==> src/rtl/cycle_sequencer.sv <==
// Phase scheduler that sequences valve, drain and motor through FILL/WASH/RINSE/SPIN.
// Optional macro CYCLE_SEQUENCER_EXTRA_RINSE_EN doubles the RINSE phase in every program.
module cycle_sequencer #(
    parameter int FILL_T  = 4,
    parameter int WASH_T  = 8,
    parameter int RINSE_T = 6,
    parameter int SPIN_T  = 5,
    parameter int CW      = 4
) (
    input  logic          clk_i,
    input  logic          reset_i,
    input  logic          start_i,
    input  logic          door_closed_i,
    input  logic          pause_btn_i,
    input  logic [1:0]    sel_i,
    output logic [2:0]    phase_o,
    output logic          valve_o,
    output logic          drain_o,
    output logic [1:0]    motor_o,
    output logic          busy_o,
    output logic          done_o,
    output logic [CW-1:0] remaining_o
);

    localparam logic [2:0] S_IDLE  = 3'b000;
    localparam logic [2:0] S_FILL  = 3'b001;
    localparam logic [2:0] S_WASH  = 3'b010;
    localparam logic [2:0] S_RINSE = 3'b011;
    localparam logic [2:0] S_SPIN  = 3'b100;
    localparam logic [2:0] S_DONE  = 3'b101;
    localparam logic [2:0] S_PAUSE = 3'b110;

    localparam logic [1:0] SEL_QUICK = 2'b01;
    localparam logic [1:0] SEL_RINSE = 2'b10;

    localparam int WASH_QT = ((WASH_T >> 1) > 0) ? (WASH_T >> 1) : 1;

    // Reload values are T-1 so that each phase spans exactly T cycles.
    localparam logic [CW-1:0] FILL_L  = CW'(FILL_T - 1);
    localparam logic [CW-1:0] WASH_L  = CW'(WASH_T - 1);
    localparam logic [CW-1:0] WASHQ_L = CW'(WASH_QT - 1);
    localparam logic [CW-1:0] RINSE_L = CW'(RINSE_T - 1);
    localparam logic [CW-1:0] SPIN_L  = CW'(SPIN_T - 1);

    logic [2:0]    state_q, state_d;
    logic [2:0]    saved_q, saved_d;
    logic [CW-1:0] cnt_q, cnt_d;
    logic [1:0]    sel_q, sel_d;
    logic          pause_q;
    logic          pedge;
`ifdef CYCLE_SEQUENCER_EXTRA_RINSE_EN
    logic          flag_q, flag_d;
`endif

    assign pedge = pause_btn_i & ~pause_q;

    always_comb begin
        state_d = state_q;
        saved_d = saved_q;
        cnt_d   = cnt_q;
        sel_d   = sel_q;
`ifdef CYCLE_SEQUENCER_EXTRA_RINSE_EN
        flag_d  = flag_q;
`endif
        case (state_q)
            S_IDLE: begin
                if (start_i && door_closed_i) begin
                    sel_d   = (sel_i == 2'b11) ? 2'b00 : sel_i;
                    state_d = S_FILL;
                    cnt_d   = FILL_L;
                end
            end
            S_FILL, S_WASH, S_RINSE, S_SPIN: begin
                // Door open outranks the button, which outranks expiry; counter is held in PAUSE.
                if (!door_closed_i || pedge) begin
                    saved_d = state_q;
                    state_d = S_PAUSE;
                end else if (cnt_q == '0) begin
                    case (state_q)
                        S_FILL: begin
                            if (sel_q == SEL_RINSE) begin
                                state_d = S_RINSE;
                                cnt_d   = RINSE_L;
                            end else begin
                                state_d = S_WASH;
                                cnt_d   = (sel_q == SEL_QUICK) ? WASHQ_L : WASH_L;
                            end
                        end
                        S_WASH: begin
                            state_d = S_RINSE;
                            cnt_d   = RINSE_L;
                        end
                        S_RINSE: begin
`ifdef CYCLE_SEQUENCER_EXTRA_RINSE_EN
                            if (!flag_q) begin
                                flag_d = 1'b1;
                                cnt_d  = RINSE_L;
                            end else begin
                                flag_d  = 1'b0;
                                state_d = S_SPIN;
                                cnt_d   = SPIN_L;
                            end
`else
                            state_d = S_SPIN;
                            cnt_d   = SPIN_L;
`endif
                        end
                        default: begin
                            state_d = S_DONE;
                            cnt_d   = '0;
                        end
                    endcase
                end else begin
                    cnt_d = cnt_q - CW'(1);
                end
            end
            S_PAUSE: begin
                if (pedge && door_closed_i) begin
                    state_d = saved_q;
                end
            end
            S_DONE: begin
                if (!start_i) begin
                    state_d = S_IDLE;
                end
            end
            default: state_d = S_IDLE;
        endcase
    end

    always_ff @(posedge clk_i) begin
        if (reset_i) begin
            state_q <= S_IDLE;
            saved_q <= S_IDLE;
            cnt_q   <= '0;
            sel_q   <= 2'b00;
            pause_q <= 1'b0;
`ifdef CYCLE_SEQUENCER_EXTRA_RINSE_EN
            flag_q  <= 1'b0;
`endif
        end else begin
            state_q <= state_d;
            saved_q <= saved_d;
            cnt_q   <= cnt_d;
            sel_q   <= sel_d;
            pause_q <= pause_btn_i;
`ifdef CYCLE_SEQUENCER_EXTRA_RINSE_EN
            flag_q  <= flag_d;
`endif
        end
    end

    always_comb begin
        phase_o     = state_q;
        valve_o     = 1'b0;
        drain_o     = 1'b0;
        motor_o     = 2'b00;
        busy_o      = 1'b0;
        done_o      = 1'b0;
        remaining_o = '0;
        case (state_q)
            S_FILL: begin
                valve_o = 1'b1;
                busy_o  = 1'b1;
                remaining_o = cnt_q;
            end
            S_WASH: begin
                motor_o = 2'b01;
                busy_o  = 1'b1;
                remaining_o = cnt_q;
            end
            S_RINSE: begin
                valve_o = 1'b1;
                motor_o = 2'b01;
                busy_o  = 1'b1;
                remaining_o = cnt_q;
            end
            S_SPIN: begin
                drain_o = 1'b1;
                motor_o = 2'b10;
                busy_o  = 1'b1;
                remaining_o = cnt_q;
            end
            S_PAUSE: begin
                busy_o  = 1'b1;
                remaining_o = cnt_q;
            end
            S_DONE:  done_o = 1'b1;
            default: ;
        endcase
    end

endmodule

==> config.mk <==
export PLATFORM = sky130hd
export DESIGN_NAME = cycle_sequencer
export DESIGN_NICKNAME = d
export VERILOG_FILES = /design/src/rtl/cycle_sequencer.sv
export SDC_FILE = /design/constraint.sdc
export NUM_CORES = 1
export LEC_CHECK = 0
export BUFFER_PORTS_ARGS = -buffer_cell sky130_fd_sc_hd__buf_4
export CAP_MARGIN = 15
export CORE_MARGIN = 2
export CORE_UTILIZATION = 53
export DETAILED_ROUTE_END_ITERATION = 16
export PLACE_DENSITY = 0.75
export SYNTH_ARGS = -nofsm -noshare
export SYNTH_HDL_FRONTEND = slang
export SYNTH_SLANG_ARGS = --single-unit
==> constraint.sdc <==
create_clock -name clk_i -period 2.2 [get_ports clk_i]
set_clock_uncertainty 0.2 [all_clocks]
set_input_delay 0.11 -clock clk_i [delete_from_list [all_inputs] [get_ports clk_i]]
set_output_delay 0.11 -clock clk_i [all_outputs]
set_load 0.01 [all_outputs]
==> out/results.tsv <==
metric	value	unit
Tot Pwr	0.001771	W
CP max-delay cell	or3b_4	
register area	260.3	um2
Final ANT Viol Nets	0	
Starting Density	0.5594	
total wire length	2.414	mm
worst hold endpoint	phase_o[2]	
antenna violations before repair	0	
die area	2180	um2
first-pass GRT wire length	3.939	mm
Yosys cell types	42	
final period utilization	0.9207	
die span in x	46.69	um
root buffer cell	clkbuf_4	
Clock Sinks	13	
Hold Path Depth	5	
met3 usage	0.04314	
run status	finished clean	
detailed-route via count	1026	
core footprint	1727	um2
P&R area growth vs syn	24.22	%
largest cells by area after synthesis	dfxtp_1 (27%), a21oi_1 (7.8%), nor2_1 (5.8%)	
Die Span Y	46.69	um
Final Hold Slack	158.0	ps
WP data arrival	2030	ps
reg2reg path depth	6	
fraction of layout cells with a size suffix above 1	0.2467	
Post-Place Worst Slack	179.7	ps
Area after DPL	1124	um2
min-delay worst type	primary input to register	
fill cell count	152	
drt pass-1 iters	5	
post-synthesis register bit count	13	
RePlAce Congestion	0.9523	
endpoints failing hold	0	
Final Cell Area	1200	um2
total of max-cap violations	0	
Gates resized, CTS repair	0	
Critical Path Max Stage Delay	410	ps
largest net degree at the start of global routing	17	
Worst-path clk slew	80	ps
crit path capture type	register	
CTS tree	done	
critical path type	register to register	
Most used DFF post-synth	dfxtp_1	
Post-Syn Area	965.9	um2
Reg2Reg Launch Point	cnt_q[0]	
vias per inst	5.863	
net count after synthesis	136	
Req. time, crit path	2210	ps
post-synth top area share	0.2694	
WL/cell	13.79	um
Total GRT Usage	0.2542	
M1 GR Usage	0.3365	
crit path time final	2025	ps
I/O pins	20	
post-synth top area cell	dfxtp_1	
Syn Inst Count	127	
register area share after synthesis	0.2694	
PnR worst setup slack	174.6	ps
clock insertion delay at the later pin of the skew report	280	ps
PwrDens	1476	nW/um2
H-tree Lvls	1	
GRT busiest layer	met2	
Multi-input gate area	636.9	um2
fin nets	160	
setup slack, reg-to-reg	170	ps
# DRC	0	
post-route setup TNS	0	ps
Max Freq	493.7	MHz
crit path max fanout	5	
startpoint types	register	
critical-path cell list	inv_1, ha_1, or3b_4, and3_4, a211oi_4, mux2i_1	
Slew headroom	0.7134	
Async SR Flop Fraction	0	
HP Start	door_closed_i	
most frequent cells in the layout	buf_4 (23), nor2_1 (15), a21oi_1 (15), dfxtp_1 (13), o21ai_0 (7)	
CTS max path bufs	2	
Slew @ Worst Pin	429.3	ps
unrepaired setup endpoints after global routing	false	
end of the worst register-to-register path	phase_o[1]	
Ys Warns	0	
met2 usage	0.4056	
fin. max-slew vios	0	
Peak VDD IR	0.7701	mV
Syn Area/Cell	7.606	um2
Lkg Pwr	0.5027	nW
Post-synth EDFFs	0	
total CTS buffers	3	
HPWL after DPL	1.738	mm
n_diodes	0	
1st-iter DRT viols	30	
commonest non-fill, non-tap cell in the layout	buf_4	
aggregate global routing overflow	0	
Rows	15	
vias in the first global route	903	
number of I/O port buffers	19	
Finish-stage setup viols	0	
==> how the worst max path moves through the flow <==
stage                  start         end  slack [ps]
floorplan           cnt_q[0]  phase_o[1]         330
global placement    cnt_q[0]  phase_o[1]         270
detailed placement  cnt_q[0]  phase_o[1]         180
CTS                 cnt_q[0]  phase_o[1]         160
global route        cnt_q[0]  phase_o[1]          50
finish              cnt_q[0]  phase_o[1]         170
==> cell families after synthesis <==
kind of cell,after synthesis,share of synthesized area
and+or+nand+nor,54,0.3238
AOI/OAI and AO/OA,40,0.2798
muxes,2,0.02073
DFF,13,0.2694
buffers and inverters,15,0.07123
adders and majority gates,2,0.02590
xor gates and xnor gates,1,0.009069
==> final cells by class <==
class                      count  area share
clock buffer                   4     0.02190
sequential                    13      0.2169
multi-input combinational     99      0.5308
tap                           25     0.02607
inverter                       6     0.01877
timing repair buffer          28      0.1856
==> sequential cells by signal, summed over array words and instances (netlist names) <==
signal	count
saved_q	3
phase_o	3
pause_q	1
cnt_q	4
sel_q	2
==> repair_timing <==
item,in CTS,in global routing
setup buffers,0,0
endpoints found under the setup margin,0,0
hold buffers,5,0
endpoints found under the hold margin,10,0
==> critical path: cells and delay by family, from the launching register on <==
family,cells,cell delay [ps]
compound gates,1,290
fa+ha+maj,1,190
buf+inv,1,90
flops,1,350
mux,1,220
simple gates,2,620
==> cells in the mapped netlist (2+ instances only) <==
library cell / count
ha_1: 2
o211ai_1: 3
nand2_1: 6
buf_2: 3
nand2b_1: 4
o21ai_0: 7
and3_1: 3
a21oi_1: 15
nor2_1: 15
a211o_1: 2
mux2i_1: 2
nor3b_1: 4
nand3_1: 4
nor2b_1: 3
nand4b_1: 2
inv_1: 6
nand4_1: 3
dfxtp_1: 13
clkbuf_1: 4
a211oi_1: 4
==> through the flow <==
stage | instances | utilization
after floorplan | 127 | -
after global placement | 166 | 0.6507
after detailed placement | 166 | 0.6507
after CTS | 175 | 0.6949
after global routing | 175 | 0.6949
final | 175 | 0.6949
==> layer usage <==
layer	vias to the layer above	part of all wire	wire, um
met1	481	0.47	1134
met2	34	0.47	1129
met3	4	0.053	127
li1	507	-	-
met4	0	0.0095	23
met5	-	0	0
==> report_power, final <==
group / switching (W) / leakage (nW) / internal (W)
sequential: 0.000125 / 0.106 / 0.000312
combinational: 0.000594 / 0.381 / 0.000589
clock: 0.0000810 / 0.0150 / 0.0000703
total: 0.000800 / 0.503 / 0.000972
(Power assumes the default switching activity.)
